`config.mk`:
```
export PLATFORM = sky130hd
export DESIGN_NAME = jk_exc_driver_flat
export DESIGN_NICKNAME = d
export VERILOG_FILES = /design/src/rtl/jk_exc_if.sv /design/src/rtl/jk_exc_driver.sv /design/src/flat_wrapper.sv
export SDC_FILE = /design/constraint.sdc
export NUM_CORES = 1
export LEC_CHECK = 0
export CORE_MARGIN = 5
export CORE_UTILIZATION = 53
export DETAILED_ROUTE_END_ITERATION = 6
export PLACE_DENSITY = 0.87
export SYNTH_ARGS = -nofsm -noshare
export SYNTH_HDL_FRONTEND = slang
export SYNTH_SLANG_ARGS = --single-unit
```
`constraint.sdc`:
```
create_clock -name clk -period 4.7 [get_ports clk]
set_clock_uncertainty 0.1 [all_clocks]
set_input_delay 0.94 -clock clk [delete_from_list [all_inputs] [get_ports clk]]
set_output_delay 0.94 -clock clk [all_outputs]
set_load 0.005 [all_outputs]
```
`src/rtl/jk_exc_if.sv`:
```
// Target handshake between sequencing control and the JK excitation driver.
interface jk_exc_if #(
    parameter int WIDTH = 4
);
    logic             tgt_valid;
    logic             tgt_ready;
    logic [WIDTH-1:0] tgt_data;

    modport master (
        output tgt_valid,
        output tgt_data,
        input  tgt_ready
    );

    modport slave (
        input  tgt_valid,
        input  tgt_data,
        output tgt_ready
    );
endinterface

```
`src/rtl/jk_exc_driver.sv`:
```
// Drives a bank of JK flops toward a target word, checks readback and retries.
// Optional macro JK_TOGGLE_EXC_EN selects toggle excitation (J=K=1) for changing bits.
module jk_exc_driver #(
    parameter int WIDTH      = 4,
    parameter int SETTLE_CYC = 2,
    parameter int MAX_RETRY  = 3
) (
    input  logic             clk,
    input  logic             rst,
    jk_exc_if.slave          tgt,
    input  logic [WIDTH-1:0] q_fb,
    output logic [WIDTH-1:0] j,
    output logic [WIDTH-1:0] k,
    output logic             busy,
    output logic             done,
    output logic             err
);

    localparam int SW = (SETTLE_CYC > 1) ? $clog2(SETTLE_CYC) : 1;
    localparam logic [SW-1:0] SETTLE_LOAD = SW'(SETTLE_CYC - 1);
    localparam logic [3:0]    MAX_R       = 4'(MAX_RETRY);

    typedef enum logic [2:0] {
        S_IDLE,
        S_DRIVE,
        S_SETTLE,
        S_CHECK,
        S_ERR
    } state_t;

    state_t           state;
    logic [WIDTH-1:0] tgt_r;
    logic [3:0]       retry_cnt;
    logic [SW-1:0]    settle_cnt;
    logic             ready_r;
    logic             accept;

    assign tgt.tgt_ready = ready_r;
    assign accept        = tgt.tgt_valid & ready_r;

    // Returns {J, K} for moving the bank from q to t.
    function automatic logic [2*WIDTH-1:0] excite(input logic [WIDTH-1:0] t,
                                                  input logic [WIDTH-1:0] q);
        logic [WIDTH-1:0] jv;
        logic [WIDTH-1:0] kv;
`ifdef JK_TOGGLE_EXC_EN
        jv = t ^ q;
        kv = t ^ q;
`else
        jv = t & ~q;
        kv = ~t & q;
`endif
        return {jv, kv};
    endfunction

    function automatic logic [3:0] retry_inc(input logic [3:0] r);
        return (r >= MAX_R) ? MAX_R : r + 4'd1;
    endfunction

    // Target word is pure data: captured on accept, no reset needed.
    always_ff @(posedge clk) begin
        if (accept) begin
            tgt_r <= tgt.tgt_data;
        end
    end

    always_ff @(posedge clk) begin
        if (rst) begin
            state      <= S_IDLE;
            j          <= '0;
            k          <= '0;
            busy       <= 1'b0;
            done       <= 1'b0;
            err        <= 1'b0;
            ready_r    <= 1'b1;
            retry_cnt  <= 4'd0;
            settle_cnt <= '0;
        end else begin
            done <= 1'b0;
            j    <= '0;
            k    <= '0;
            case (state)
                S_IDLE, S_ERR: begin
                    if (accept) begin
                        state     <= S_DRIVE;
                        {j, k}    <= excite(tgt.tgt_data, q_fb);
                        retry_cnt <= 4'd0;
                        err       <= 1'b0;
                        busy      <= 1'b1;
                        ready_r   <= 1'b0;
                    end
                end
                S_DRIVE: begin
                    state      <= S_SETTLE;
                    settle_cnt <= SETTLE_LOAD;
                end
                S_SETTLE: begin
                    if (settle_cnt == '0) begin
                        state <= S_CHECK;
                    end else begin
                        settle_cnt <= settle_cnt - SW'(1);
                    end
                end
                S_CHECK: begin
                    if (q_fb == tgt_r) begin
                        state   <= S_IDLE;
                        done    <= 1'b1;
                        busy    <= 1'b0;
                        ready_r <= 1'b1;
                    end else if (retry_cnt < MAX_R) begin
                        // Re-derive from the current readback, not the original sample.
                        state     <= S_DRIVE;
                        retry_cnt <= retry_inc(retry_cnt);
                        {j, k}    <= excite(tgt_r, q_fb);
                    end else begin
                        state   <= S_ERR;
                        err     <= 1'b1;
                        busy    <= 1'b0;
                        ready_r <= 1'b1;
                    end
                end
                default: begin
                    state   <= S_IDLE;
                    busy    <= 1'b0;
                    ready_r <= 1'b1;
                end
            endcase
        end
    end

endmodule
```
`src/flat_wrapper.sv`:
```
// flat-port wrapper written by rule: the top's interface ports become plain ports
module jk_exc_driver_flat 
#(
    parameter int WIDTH      = 4,
    parameter int SETTLE_CYC = 2,
    parameter int MAX_RETRY  = 3
)
  (clk, rst, q_fb, j, k, busy, done, err, tgt_tgt_valid, tgt_tgt_data, tgt_tgt_ready);
  jk_exc_if #(.WIDTH(WIDTH)) tgt_i ();
  input  logic clk;
  input  logic rst;
  input  logic [WIDTH-1:0] q_fb;
  output logic [WIDTH-1:0] j;
  output logic [WIDTH-1:0] k;
  output logic busy;
  output logic done;
  output logic err;
  input wire logic [$bits(tgt_i.tgt_valid)-1:0] tgt_tgt_valid;
  input wire logic [$bits(tgt_i.tgt_data)-1:0] tgt_tgt_data;
  output wire logic [$bits(tgt_i.tgt_ready)-1:0] tgt_tgt_ready;
  assign tgt_i.tgt_valid = tgt_tgt_valid;
  assign tgt_i.tgt_data = tgt_tgt_data;
  assign tgt_tgt_ready = tgt_i.tgt_ready;
  jk_exc_driver #(.WIDTH(WIDTH), .SETTLE_CYC(SETTLE_CYC), .MAX_RETRY(MAX_RETRY)) u_core (.clk(clk), .rst(rst), .tgt(tgt_i), .q_fb(q_fb), .j(j), .k(k), .busy(busy), .done(done), .err(err));
endmodule
```
==> impl_metrics.py <==
metrics = {
    "synth": {
        "synth_fa_ha_area_share_pct": 10.0,
        "async_flop_share_pct": 0,
        "synthXorXnorAreaFrac_pct": 0.780,
        "post-synth-top-area-cell": "dfxtp_1",
        "synthTopCellsByArea": "dfxtp_1, edfxtp_1, ha_1",
        "ys_seq_area_share_pct": 46.4,
        "ys.flop_type": "dfxtp_1",
        "yosysUniqueCellTypes": 34,
        "synthTopCellsByCount": "dfxtp_1, a21oi_1, inv_1",
        "synthesis.area_um2": 1120,
        "synth_compound_area_share_pct": 11.3,
        "synth_fp_nets": 133,
        "muxShareOfSynthArea_pct": 1.90,
        "synthSimpleGateAreaFrac_pct": 22.3,
        "synth-seq-cells": 24,
        "yosys_warnings": 0,
        "yosysMostFrequentCell": "dfxtp_1",
        "yosys.area.top_type_share_pct": 35.7,
        "synth_top_family_by_area": "simple AND/OR/NAND/NOR gates",
        "synth_edf_count": 4,
        "syn_avg_cell_area_um2": 9.93,
        "syn_inst": 113,
    },
    "detailed_routing": {
        "viasPerCell": 5.59,
        "antenna_left": 0,
        "vias": 889,
        "drtPass1Iterations": 4,
        "first_iter_violations": 20,
        "drc_errors": 0,
        "wl_per_cell_um": 14.4,
        "routed_wl_um": 2300,
    },
    "timing": {
        "setup_viol": 0,
        "worstMarginPinSlew_ns": 0.669,
        "holdWs_ns": 0.394,
        "layout_min_cycle_time_ns": 2.75,
        "hold_violations": 0,
        "max_freq_mhz": 363,
        "totalNegativeSetupSlack_ns": 0,
        "rsz0062_at_grt": "no",
        "maxSlewHeadroom_pct": 55.2,
        "finalCritPeriodShare_pct": 58.6,
        "slew_viol_final": 0,
    },
    "floorplan": {
        "die_y_um": 56.0,
        "die_area_um2": 3140,
        "start_util_pct": 56.6,
        "row_count": 16,
        "die_x_um": 56.0,
        "ios": 23,
        "core_area_um2": 1980,
    },
    "global_routing": {
        "grt-ovfl-total": 0,
        "first_global_vias": 823,
        "grt_start_max_net_pins": 16,
        "grt_pass1_wl_um": 3770,
        "track_usage_pct": 15.2,
        "antenna_found_initial": 0,
    },
    "clock_tree": {
        "cts_buffers": 3,
        "postCtsSetupBuffers": 0,
        "cts_htree_levels": 1,
        "cts_buffer_depth": 2,
        "root_buffer": "clkbuf_4",
        "cts_resized": 0,
        "insertion_delay_ns": 0.31,
        "clock-sinks": 24,
        "holdBufCountCts": 0,
        "cts_tree": "yes",
        "path_clk_slew_ns": 0.13,
    },
    "critical_path": {
        "cp_num_buf_inv": 2,
        "path_class": "input pin to register",
        "critPathTopFamily": "simple AND/OR/NAND/NOR gates",
        "cp-end-kind": "register",
        "cpMaxStageDelayCell": "clkdlybuf4s50_1",
        "cp_max_fo": 12,
        "crit_chain": "clkdlybuf4s50_1 > inv_1 > ha_1 > nand4_1 > and3_4 > mux2_2",
        "cp_slowest_stage_delay_ns": 0.51,
        "crit_required_ns": 4.81,
        "worst-endpoint-arrival_ns": 2.87,
        "critPathLaunchType": "input pin",
    },
    "cells_and_area": {
        "antenna_cells": 0,
        "area_growth_syn_to_layout_pct": 22.2,
        "layout-drive-gt1-share_pct": 8.33,
        "nets": 153,
    },
    "placement": {
        "place_hpwl_um": 1680,
        "place_congestion": 0.749,
        "port_buffers": 22,
    },
    "job": {
        "maxCapViolations": 0,
    },
    "power": {
        "leakage_nw": 0.516,
        "max-vdd-ir-drop_v": 0.000273,
        "p_per_area_nw_per_um2": 354,
    },
    "status": {
        "outcome": "finished, final reports clean",
    },
    "min_path": {
        "hold_path_class": "register to register",
    },
}
[sequential cells by signal, summed over array words and instances, names as in the netlist]
name / flops
u_core.j: 4
u_core.k: 4
u_core.retry_cnt: 4
u_core.tgt_r: 4
u_core.state: 3
u_core.busy: 1
u_core.done: 1
u_core.err: 1
u_core.settle_cnt: 1
u_core.tgt.tgt_ready: 1
[where the power goes]
group / switching [mW] / internal [mW]
Clock: 0.0572 / 0.0473
Sequential: 0.0210 / 0.232
Combinational: 0.0664 / 0.0618
[routing by layer]
| layer | GRT usage, % | share of wire, % |
|---|---|---|
| met1 | 17.2 | 40 |
| met2 | 26.0 | 51 |
| met3 | 6.26 | 8.5 |
| met4 | 4.07 | 0.65 |
| met5 | 0 | 0 |
[worst reg2reg max path, cell delays in order, from the launching register on]
cell and delay (ns):
edfxtp_1 0.44, ha_1 0.30, nand4_1 0.40, and3_4 0.39, mux2_2 0.26
[placed cells by master, fill, tap and decap left out, drive strengths merged, types with 4 or more instances in the layout]
cell type      count
clkdlybuf4s50     22
dfxtp             20
a21oi             12
inv               11
nand4              9
ha                 9
nand3b             6
nor2               5
nand3              4
nor3b              4
edfxtp             4
clkbuf             4
[path summary, 6_finish.rpt]
path / start / end / slack, ns / cells past startpoint
worst max-delay path: q_fb[3] / u_core.retry_cnt[0] / 1.95 / 6
worst min register to register: u_core.retry_cnt[2] / u_core.retry_cnt[2] / 0.39 / 1
worst min-delay path: u_core.retry_cnt[2] / u_core.retry_cnt[2] / 0.39 / 1
worst max register to register: u_core.tgt_r[0] / u_core.retry_cnt[0] / 2.73 / 4
[cell type report]
| class | instances | area (um2) |
|---|---|---|
| sequential | 24 | 520 |
| timing repair buffer | 22 | 220 |
| inverter | 11 | 41.3 |
| clock buffer | 4 | 36.3 |
| fill | 149 | 611 |
| tap | 27 | 33.8 |
| multi-input combinational | 71 | 519 |
[per-stage QoR]
stage | total power, mW | area [um2] | util, % | setup WS (ns) | instances
2_1_floorplan | 0.348 | 1120 | - | 2.60 | 113
3_3_place_gp | 0.380 | 1340 | 67.4 | 1.71 | 155
3_5_place_dp | 0.384 | 1340 | 67.4 | 1.64 | 155
4_1_cts | 0.488 | 1370 | 69.2 | 1.97 | 159
5_1_grt | 0.513 | 1370 | 69.2 | 1.89 | 159
6_report | 0.486 | 1370 | 69.2 | 1.95 | 159
[kinds of logic after synthesis]
kind of cell,after synthesis
AND/OR/NAND/NOR,39
flip-flops,24
AO/OA/AOI/OAI,20
buffers and inverters,18
adder cells (fa/ha/maj),9
multiplexers,2
XOR/XNOR,1
(Power assumes the default switching activity.)
